[src/rtl/gates_reduce_stream.sv]
// Streaming AND/OR/XOR reduction over packets of WIDTH-bit beats.
// One registered result per packet, with a saturating beat count, on a valid/ready output.
module gates_reduce_stream #(
  parameter int WIDTH = 4,
  parameter int CNT_W = 4
) (
  input  logic             clk,
  input  logic             rst,
  input  logic             in_valid,
  output logic             in_ready,
  input  logic [WIDTH-1:0] in_data,
  input  logic             in_last,
  output logic             out_valid,
  input  logic             out_ready,
  output logic             out_and,
  output logic             out_or,
  output logic             out_xor,
  output logic [CNT_W-1:0] out_count,
  output logic             out_ovf
);

  typedef enum logic [1:0] {IDLE, ACCUM, HOLD} state_t;

  localparam logic [CNT_W-1:0] CNT_MAX = '1;

  state_t           state;
  logic             acc_and;
  logic             acc_or;
  logic             acc_xor;
  logic [CNT_W-1:0] cnt;
  logic             acc_ovf;

  logic             accept;
  logic             next_and;
  logic             next_or;
  logic             next_xor;
  logic [CNT_W-1:0] next_cnt;
  logic             next_ovf;

  assign in_ready = !rst && (state != HOLD);
  assign accept   = in_valid && in_ready;

  // Accumulator values with the current beat folded in; used both for the
  // running state and for the result on the last beat.
  always_comb begin
    next_and = acc_and & (&in_data);
    next_or  = acc_or  | (|in_data);
    next_xor = acc_xor ^ (^in_data);
    next_cnt = (cnt == CNT_MAX) ? cnt : cnt + 1'b1;
    next_ovf = acc_ovf | (cnt == CNT_MAX);
  end

  always_ff @(posedge clk) begin
    if (rst) begin
      state     <= IDLE;
      acc_and   <= 1'b1;
      acc_or    <= 1'b0;
      acc_xor   <= 1'b0;
      cnt       <= '0;
      acc_ovf   <= 1'b0;
      out_valid <= 1'b0;
      out_and   <= 1'b0;
      out_or    <= 1'b0;
      out_xor   <= 1'b0;
      out_count <= '0;
      out_ovf   <= 1'b0;
    end else begin
      case (state)
        IDLE, ACCUM: begin
          if (accept) begin
            if (in_last) begin
              // Publish the folded result and start the next packet clean.
              out_and   <= next_and;
              out_or    <= next_or;
              out_xor   <= next_xor;
              out_count <= next_cnt;
              out_ovf   <= next_ovf;
              out_valid <= 1'b1;
              acc_and   <= 1'b1;
              acc_or    <= 1'b0;
              acc_xor   <= 1'b0;
              cnt       <= '0;
              acc_ovf   <= 1'b0;
              state     <= HOLD;
            end else begin
              acc_and <= next_and;
              acc_or  <= next_or;
              acc_xor <= next_xor;
              cnt     <= next_cnt;
              acc_ovf <= next_ovf;
              state   <= ACCUM;
            end
          end
        end
        HOLD: begin
          if (out_ready) begin
            out_valid <= 1'b0;
            state     <= IDLE;
          end
        end
        default: begin
          state     <= IDLE;
          out_valid <= 1'b0;
        end
      endcase
    end
  end

endmodule

[config.mk]
export PLATFORM = sky130hd
export DESIGN_NAME = gates_reduce_stream
export DESIGN_NICKNAME = d
export VERILOG_FILES = /design/src/rtl/gates_reduce_stream.sv
export SDC_FILE = /design/constraint.sdc
export NUM_CORES = 1
export LEC_CHECK = 0
export ABC_AREA = 1
export BUFFER_PORTS_ARGS = -buffer_cell sky130_fd_sc_hd__buf_4
export CAP_MARGIN = 20
export CORE_ASPECT_RATIO = 0.75
export CORE_MARGIN = 5
export CORE_UTILIZATION = 48
export DETAILED_ROUTE_END_ITERATION = 10
export PLACE_DENSITY = 0.77
export SLEW_MARGIN = 5
export SYNTH_ARGS = -nofsm -noshare
export SYNTH_HDL_FRONTEND = slang
export SYNTH_SLANG_ARGS = --single-unit
export TNS_END_PERCENT = 10
[constraint.sdc]
create_clock -name clk -period 1.2 [get_ports clk]
set_input_delay 0.12 -clock clk [delete_from_list [all_inputs] [get_ports clk]]
set_output_delay 0.12 -clock clk [all_outputs]
set_load 0.05 [all_outputs]
==> results of run 1 <==
==> synthesized netlist by cell type <==
master                      n  share of area [%]
sky130_fd_sc_hd__nand2_1   47                 18
sky130_fd_sc_hd__nor2_1    23                8.6
sky130_fd_sc_hd__inv_1     21                7.9
sky130_fd_sc_hd__dfxtp_1   19                 38
sky130_fd_sc_hd__a21oi_1    9                4.5
sky130_fd_sc_hd__nand3_1    9                4.5
sky130_fd_sc_hd__ha_1       5                6.2
sky130_fd_sc_hd__o21ai_0    3                1.5
sky130_fd_sc_hd__buf_6      2                2.2
sky130_fd_sc_hd__or2_2      2                1.2
sky130_fd_sc_hd__and3_1     1               0.62
sky130_fd_sc_hd__buf_1      1               0.37
sky130_fd_sc_hd__clkinv_4   1               0.87
sky130_fd_sc_hd__inv_2      1               0.37
sky130_fd_sc_hd__nand2_2    1               0.62
sky130_fd_sc_hd__nand4_4    1                2.1
sky130_fd_sc_hd__nor2_4     1                1.1
sky130_fd_sc_hd__xnor2_1    1               0.87
sky130_fd_sc_hd__xor2_1     1               0.87
==> where the power goes <==
group	internal, uW	switching, uW
Sequential	660	16.5
Clock	130	189
Combinational	110	178
Total	899	383
==> routing by layer <==
layer	part of all wire, %	wire [um]	vias up
li1	-	-	508
met5	0	0	-
met4	0.49	10	0
met3	7.4	153	2
met1	46	942	416
met2	46	951	25
==> critical path: stages (launching register included) <==
cell and delay [ns]:
sky130_fd_sc_hd__dfxtp_2 0.37, sky130_fd_sc_hd__ha_4 0.14, sky130_fd_sc_hd__inv_1 0.04, sky130_fd_sc_hd__or2_2 0.26, sky130_fd_sc_hd__nand3_1 0.10, sky130_fd_sc_hd__inv_1 0.05
sky130_fd_sc_hd__nand2_1 0.05, sky130_fd_sc_hd__nand2_1 0.04, sky130_fd_sc_hd__nor2_1 0.08
==> worst max path at each step <==
| stage | endpoint | slack (ns) | cells after the start |
|---|---|---|---|
| after floorplan | out_count[2] | -0.04 | 8 |
| after global placement | cnt[1] | 0.04 | 7 |
| after detailed placement | out_count[2] | -0.03 | 8 |
| after CTS | in_ready | 0.005 | 5 |
| after global routing | out_count[3] | -0.09 | 9 |
| final | out_count[2] | 0.004 | 8 |
==> timing repair <==
item,CTS,global route
setup endpoints to repair,6,18
endpoints found under the hold margin,0,0
setup buffers,1,0
resized for setup,6,5
==> area by class of cell <==
type / instances / area [um^2] / share of cell area [%]
Inverter: 23 / 91.3 / 7.20
Timing Repair Buffer: 25 / 208 / 16.4
Sequential cell: 19 / 384 / 30.3
Tap cell: 24 / 30.0 / 2.37
Multi-Input combinational cell: 104 / 529 / 41.7
Clock buffer: 4 / 26.3 / 2.07
==> cell families (layout without fill, tap and decap cells) <==
logic type | count (synthesis) | count (layout) | share of synthesized area, %
adder cells (fa/ha/maj) | 5 | 5 | 6.23
AO/OA/AOI/OAI | 12 | 12 | 5.98
AND/OR/NAND/NOR | 85 | 85 | 36.4
XOR/XNOR | 2 | 2 | 1.75
flip-flops | 19 | 19 | 37.9
buffers and inverters | 26 | 52 | 11.7
==> flip-flops by register name (all words and copies together), names as in the netlist <==
| signal | flops |
|---|---|
| out_valid | 1 |
| acc_xor | 1 |
| acc_or | 1 |
| out_or | 1 |
| state | 2 |
| acc_and | 1 |
| out_count | 4 |
| out_and | 1 |
| out_ovf | 1 |
| out_xor | 1 |
| acc_ovf | 1 |
| cnt | 4 |
==> stage by stage <==
stage	total power (uW)	cell area, um^2	setup WS, ns	util (%)
global route	1360	1270	-0.0938	63.5
finish	1280	1270	0.00447	63.5
CTS	1290	1260	0.00518	62.9
detailed placement	969	1200	-0.0306	60.2
floorplan	876	1010	-0.0371	-
global placement	959	1200	0.0368	60.2
==> cells in the final DEF, fill, tap and decap left out <==
cell type,instances
sky130_fd_sc_hd__nand2_1,46
sky130_fd_sc_hd__buf_4,22
sky130_fd_sc_hd__nor2_1,21
sky130_fd_sc_hd__inv_1,20
sky130_fd_sc_hd__dfxtp_1,16
sky130_fd_sc_hd__nand3_1,9
sky130_fd_sc_hd__a21oi_1,8
sky130_fd_sc_hd__ha_1,4
sky130_fd_sc_hd__o21ai_0,3
sky130_fd_sc_hd__clkbuf_4,3
sky130_fd_sc_hd__dfxtp_2,3
sky130_fd_sc_hd__inv_2,2
sky130_fd_sc_hd__nand2_2,2
sky130_fd_sc_hd__nor2_2,2
sky130_fd_sc_hd__or2_2,2
sky130_fd_sc_hd__buf_6,2
sky130_fd_sc_hd__clkinv_4,1
sky130_fd_sc_hd__nand4_4,1
sky130_fd_sc_hd__xor2_1,1
sky130_fd_sc_hd__nor2_4,1
sky130_fd_sc_hd__and3_1,1
sky130_fd_sc_hd__xnor2_1,1
sky130_fd_sc_hd__a21oi_2,1
sky130_fd_sc_hd__ha_4,1
sky130_fd_sc_hd__clkbuf_1,1
sky130_fd_sc_hd__buf_12,1
==> metrics list, run 1 <==
- The worst hold path terminates at cnt[2].
- Hold path depth: 2
- Setup total negative slack on the finished layout was measured at 0 ns.
* Total of fill cells in the finished design: 181
- Counting the buffers created by CTS gives 3.
* Post-detail-place hpwl: 1.62 mm
* Final slew viol count: 0
- TritonCTS clock tree: yes
- Measured along the x axis, the die boundary spans 62.8 um.
* Depth of the worst register-to-register path: 8
- Initial core utilization: 50.3%
* Setup repair after global routing missed its margin: yes
- Count of H-tree levels built during CTS: 1
- Synth Net Count: 163
- In this run the mean area of a mapped cell was 6.73 um^2.
- The via count of the first global-routing pass came to 867.
- The first global-routing pass estimated 3.44 mm of wire.
- Standard cell core area: 0.00200 mm^2
* Die height: 49.6 um
- Final standard cell count with taps included and fillers excluded: 199
* Final Critical Period: 1.20 ns
* Busiest layer in global routing: met2
- Iteration count of the initial detailed-routing pass: 4
- Number of instances in the synthesized netlist: 149
* M1 GR Usage: 14.7%
* Total standard cell area after synthesis: 0.00100 mm^2
- Post-detailed-route count of antenna-violating nets: 0
* Crit. End Element: flop
- Cells with a size suffix above 1 make up 25.1% of the layout.
- Worst R2R End: out_count[2]
- Start point of the worst hold path: rst
* Count of maximum capacitance violations: 0
* Iteration-0 DRC count of the detailed router: 30
- Buffers from clock root to sink, at most: 2
* Layout area overhead: 26.4%
- Count of warnings emitted by yosys: 0
- Sum of routed wire length over all layers: 2.06 mm
- The floorplan step defined a die boundary enclosing 0.00311 mm^2.
- Timing would allow up to 836 MHz.
- Post-CTS clock slew at the launch and capture registers of the worst setup and hold paths: 0.10 ns
* Overall global routing resource usage: 13.6%
- Buffers inserted to repair hold after CTS numbered 0.
- After synthesis, flip-flops and latches occupy 37.9% of the total area.
* Met2 track utilization from global routing: 23.3%
* Final setup violating endpoints: 0
- VDD sags by at most 0.772 mV.
* Static Leakage: 0.000617 uW
* Required time of the critical path: 1.44 ns
* Final Cycle Share: 99.6%
- Pin count of the biggest net entering global routing: 16
- Tracing the worst setup path back leads to its startpoint at cnt[0].
- 0 antenna diodes ended up in the layout.
- Global routing met3 resource utilization: 6.82%
- For this design, the sink count on the clock tree is 19.
- Slew margin rel.: 84.7%
- The number of hold violations in the final report came to 0.
- The setup check on the worst reg-to-reg path leaves a slack of 0.004 ns.
- Post-synth cell types: 19
- In the final routed layout, each cell accounts on average for 10.3 um.
- Clock latency at the later pin of the worst-skew pair: 0.30 ns
* Routability congestion estimate: 0.786
- Count of unresolved DRC violations after routing: 0
- For this run, the post-layout net count is 190.
- Vias per inst: 4.78
- Summed over all layers, the global routing overflow is 0.
- Transition time at the pin with the least slew margin: 0.229 ns
- The detailed router placed 951 vias in this run.
* Antenna violations before repair: 0
* Worst Setup Path Type: flop to flop
- The floorplan has 14 rows.
- STA classifies the critical path startpoint as a flop.
- Port-buffer cells: 18
- Clk root buf: sky130_fd_sc_hd__clkbuf_4
- The synthesized design contains 19 register bits.
- For this design the top-level I/O count stands at 19.
- Top fanout value on the critical path: 3
- Dpl cells: 194
- Final hold analysis gives a worst-case slack of 0.0694 ns.
* Worst EP arrival: 1.43 ns
- Status: complete, no violations
* Classification of the worst-slack hold path: primary input to flop
* Worst clock skew: 0.00462 ns
- In this run the critical register-to-register path is launched from cnt[0].
- Power density relative to cell area: 1010 mW/mm^2
Note: power is estimated with default switching activity, not from simulation.
==> run 2: changes to the inputs <==
==> constraint.sdc (replaced) <==
create_clock -name clk -period 1.2 [get_ports clk]
set_input_delay 0.12 -clock clk [delete_from_list [all_inputs] [get_ports clk]]
set_output_delay 0.12 -clock clk [all_outputs]
set_load 0.005 [all_outputs]
==> metrics list, run 2 (synthesis gave the netlist of run 1 again) <==
- Status: complete, no violations
- Depth of the worst register-to-register path: 8
* Crit. End Element: flop
- Remaining global-route overflow: 0
- The setup check on the worst reg-to-reg path leaves a slack of 0.02 ns.
- Count of maximum capacitance violations: 0
- The library cells used most frequently in the layout, excluding fill and tap cells, are 45 x sky130_fd_sc_hd__nand2_1, 23 x sky130_fd_sc_hd__buf_4, 21 x sky130_fd_sc_hd__nor2_1, 16 x sky130_fd_sc_hd__inv_1, 16 x sky130_fd_sc_hd__dfxtp_1.
* Worst setup slack after placement: -0.0151 ns
- Crit path setup slack, layout: 0.0223 ns
- Final Cycle Share: 98.1%
- Die height: 49.6 um
- Detailed placement ended at an HPWL of 1.61 mm.
* Most common cell after layout, fill and taps aside: sky130_fd_sc_hd__nand2_1
* Pin count of the biggest net entering global routing: 16
- Worst clock skew: 0.00635 ns
- Measured against its own limit, the worst slew margin works out to 82.1%.
- Ports placed on the boundary: 19
- In this run the critical register-to-register path is launched from cnt[1].
- In this run the core area contains 14 standard-cell rows.
- After detailed routing, the average wire length per cell comes to 11.3 um.
- Vias per inst: 4.83
- The first detailed-routing pass ran for 4 iterations.
- After the flow finishes, the layout carries non-filler instances totaling 198.
* Hold path depth: 3
- Clock latency at the later pin of the worst-skew pair: 0.30 ns
- Worst R2R End: out_count[2]
- Static Leakage: 0.000620 uW
- The first global-routing pass estimated 3.55 mm of wire.
- Post-CTS clock slew at the launch and capture registers of the worst setup and hold paths: 0.10 ns
* Layout area overhead: 28.1%
* Setup repair after global routing missed its margin: yes
* Worst EP arrival: 1.41 ns
- Number of endpoints with negative hold slack in the final report: 0
* Number of CTS-inserted buffers: 3
* Port-buffer cells: 18
- Count of H-tree levels built during CTS: 1
- The region available for standard cell placement spans 0.00200 mm^2.
- The worst setup path is launched from a flop.
- In this run the worst hold path is classified as primary input to flop.
* Number of global-route vias before repair: 871
- Area of the die: 0.00311 mm^2
- After clock tree synthesis, the flow added hold-fix buffers numbering 0.
* Final slew viol count: 0
* Antenna cell count: 0
- Count of unresolved DRC violations after routing: 0
- For this block, the routed nets add up to 2.23 mm of wire.
- Transition time at the pin with the least slew margin: 0.269 ns
- Post-detailed-route count of antenna-violating nets: 0
- In the final design database the tool counted 189 nets.
- Of all nets on the critical path, the largest fanout is 3.
- Die W: 62.8 um
* TritonCTS sink count: 19
- Setup violations remaining at the end of the flow were counted as 0.
- Dpl cells: 193
- Counting I/O delays and the setup requirement, the final critical path takes 1.18 ns.
- For hold timing, the worst endpoint is acc_and.
- For this configuration, the core starts out at a cell density of 50.3%.
* Buffers from clock root to sink, at most: 2
- Overall global routing resource usage: 14.0%
- The congestion estimate from routability-driven global placement came to 0.771.
* Start point of the worst hold path: in_last
- Vias after detailed routing: 956
- Fmax: 849 MHz
* Power density relative to cell area: 948 mW/mm^2
- Share of final-layout standard cells stronger than drive strength 1: 28.2%
- The cell sitting at the root of the clock tree is a sky130_fd_sc_hd__clkbuf_4.
* Total of fill cells in the finished design: 184
- Iteration-0 DRC count of the detailed router: 37
- The worst-case IR drop observed on VDD is 1.05 mV.
- The largest registers in the layout are cnt x4, out_count x4, state x2.
* TritonCTS clock tree: yes
- Antenna violations before repair: 0
- The critical path is of the flop to flop type.
- STA puts the critical path data required time at 1.43 ns.
[run 2: how the worst max path moves through the flow]
stage                 from      endpoint  slack [ns]  cells past startpoint
finish              cnt[1]  out_count[2]        0.02                      8
global route        cnt[1]  out_count[2]       -0.04                      9
CTS                 cnt[0]  out_count[2]       0.008                      8
detailed placement  cnt[1]  out_count[2]       -0.02                      8
global placement    cnt[1]        cnt[1]        0.03                      7
floorplan           cnt[0]  out_count[2]        0.02                      8
[run 2: worst max-delay path, cell delays in order (launching register included)]
cell and delay [ns]:
sky130_fd_sc_hd__dfxtp_2 0.37, sky130_fd_sc_hd__ha_4 0.17, sky130_fd_sc_hd__inv_2 0.05, sky130_fd_sc_hd__or2_4 0.23, sky130_fd_sc_hd__nand3_4 0.06, sky130_fd_sc_hd__inv_2 0.04
sky130_fd_sc_hd__nand2_2 0.04, sky130_fd_sc_hd__nand2_1 0.04, sky130_fd_sc_hd__nor2_1 0.11
[run 2: area by class of cell]
type / count / area [um^2] / area share (%)
inverters: 23 / 91.3 / 7.11
repair buffers: 24 / 193 / 15.0
multi-input cells: 104 / 561 / 43.6
well taps: 24 / 30.0 / 2.34
clock buffers: 4 / 26.3 / 2.04
flip-flops and latches: 19 / 384 / 29.9
[run 2: per-layer routing]
layer  up-vias  share of wire, %  GRT usage (%)
li1        505                 -              -
met1       421                46           15.8
met2        30                46           24.8
met3         0               7.4           6.14
met4         0                 0           2.12
met5         -                 0              0
[run 2: timing repair]
action / 4_1_cts / 5_1_grt
buffers inserted: 0 / 1
resized for setup: 5 / 15
pin swaps: 0 / 4
setup endpoints to repair: 3 / 10
[run 2: stage by stage]
stage | TNS [ns] | cell area (um^2) | power (uW) | util (%) | hold slack [ns]
6_report | 0 | 1280 | 1220 | 64.3 | 0.0660
5_1_grt | -0.0706 | 1280 | 1280 | 64.3 | 0.0674
4_1_cts | 0 | 1240 | 1220 | 62.3 | 0.0590
3_5_place_dp | -0.0178 | 1190 | 904 | 59.8 | 0.376
3_3_place_gp | 0 | 1190 | 894 | 59.8 | 0.377
2_1_floorplan | 0 | 1000 | 816 | - | 0.263
[run 2: report_power, final]
part           switching [uW]  internal [uW]  leakage, uW
Sequential               16.7            660     0.000156
Combinational             120            104     0.000449
Clock                     189            130    0.0000150
Total                     325            893     0.000620
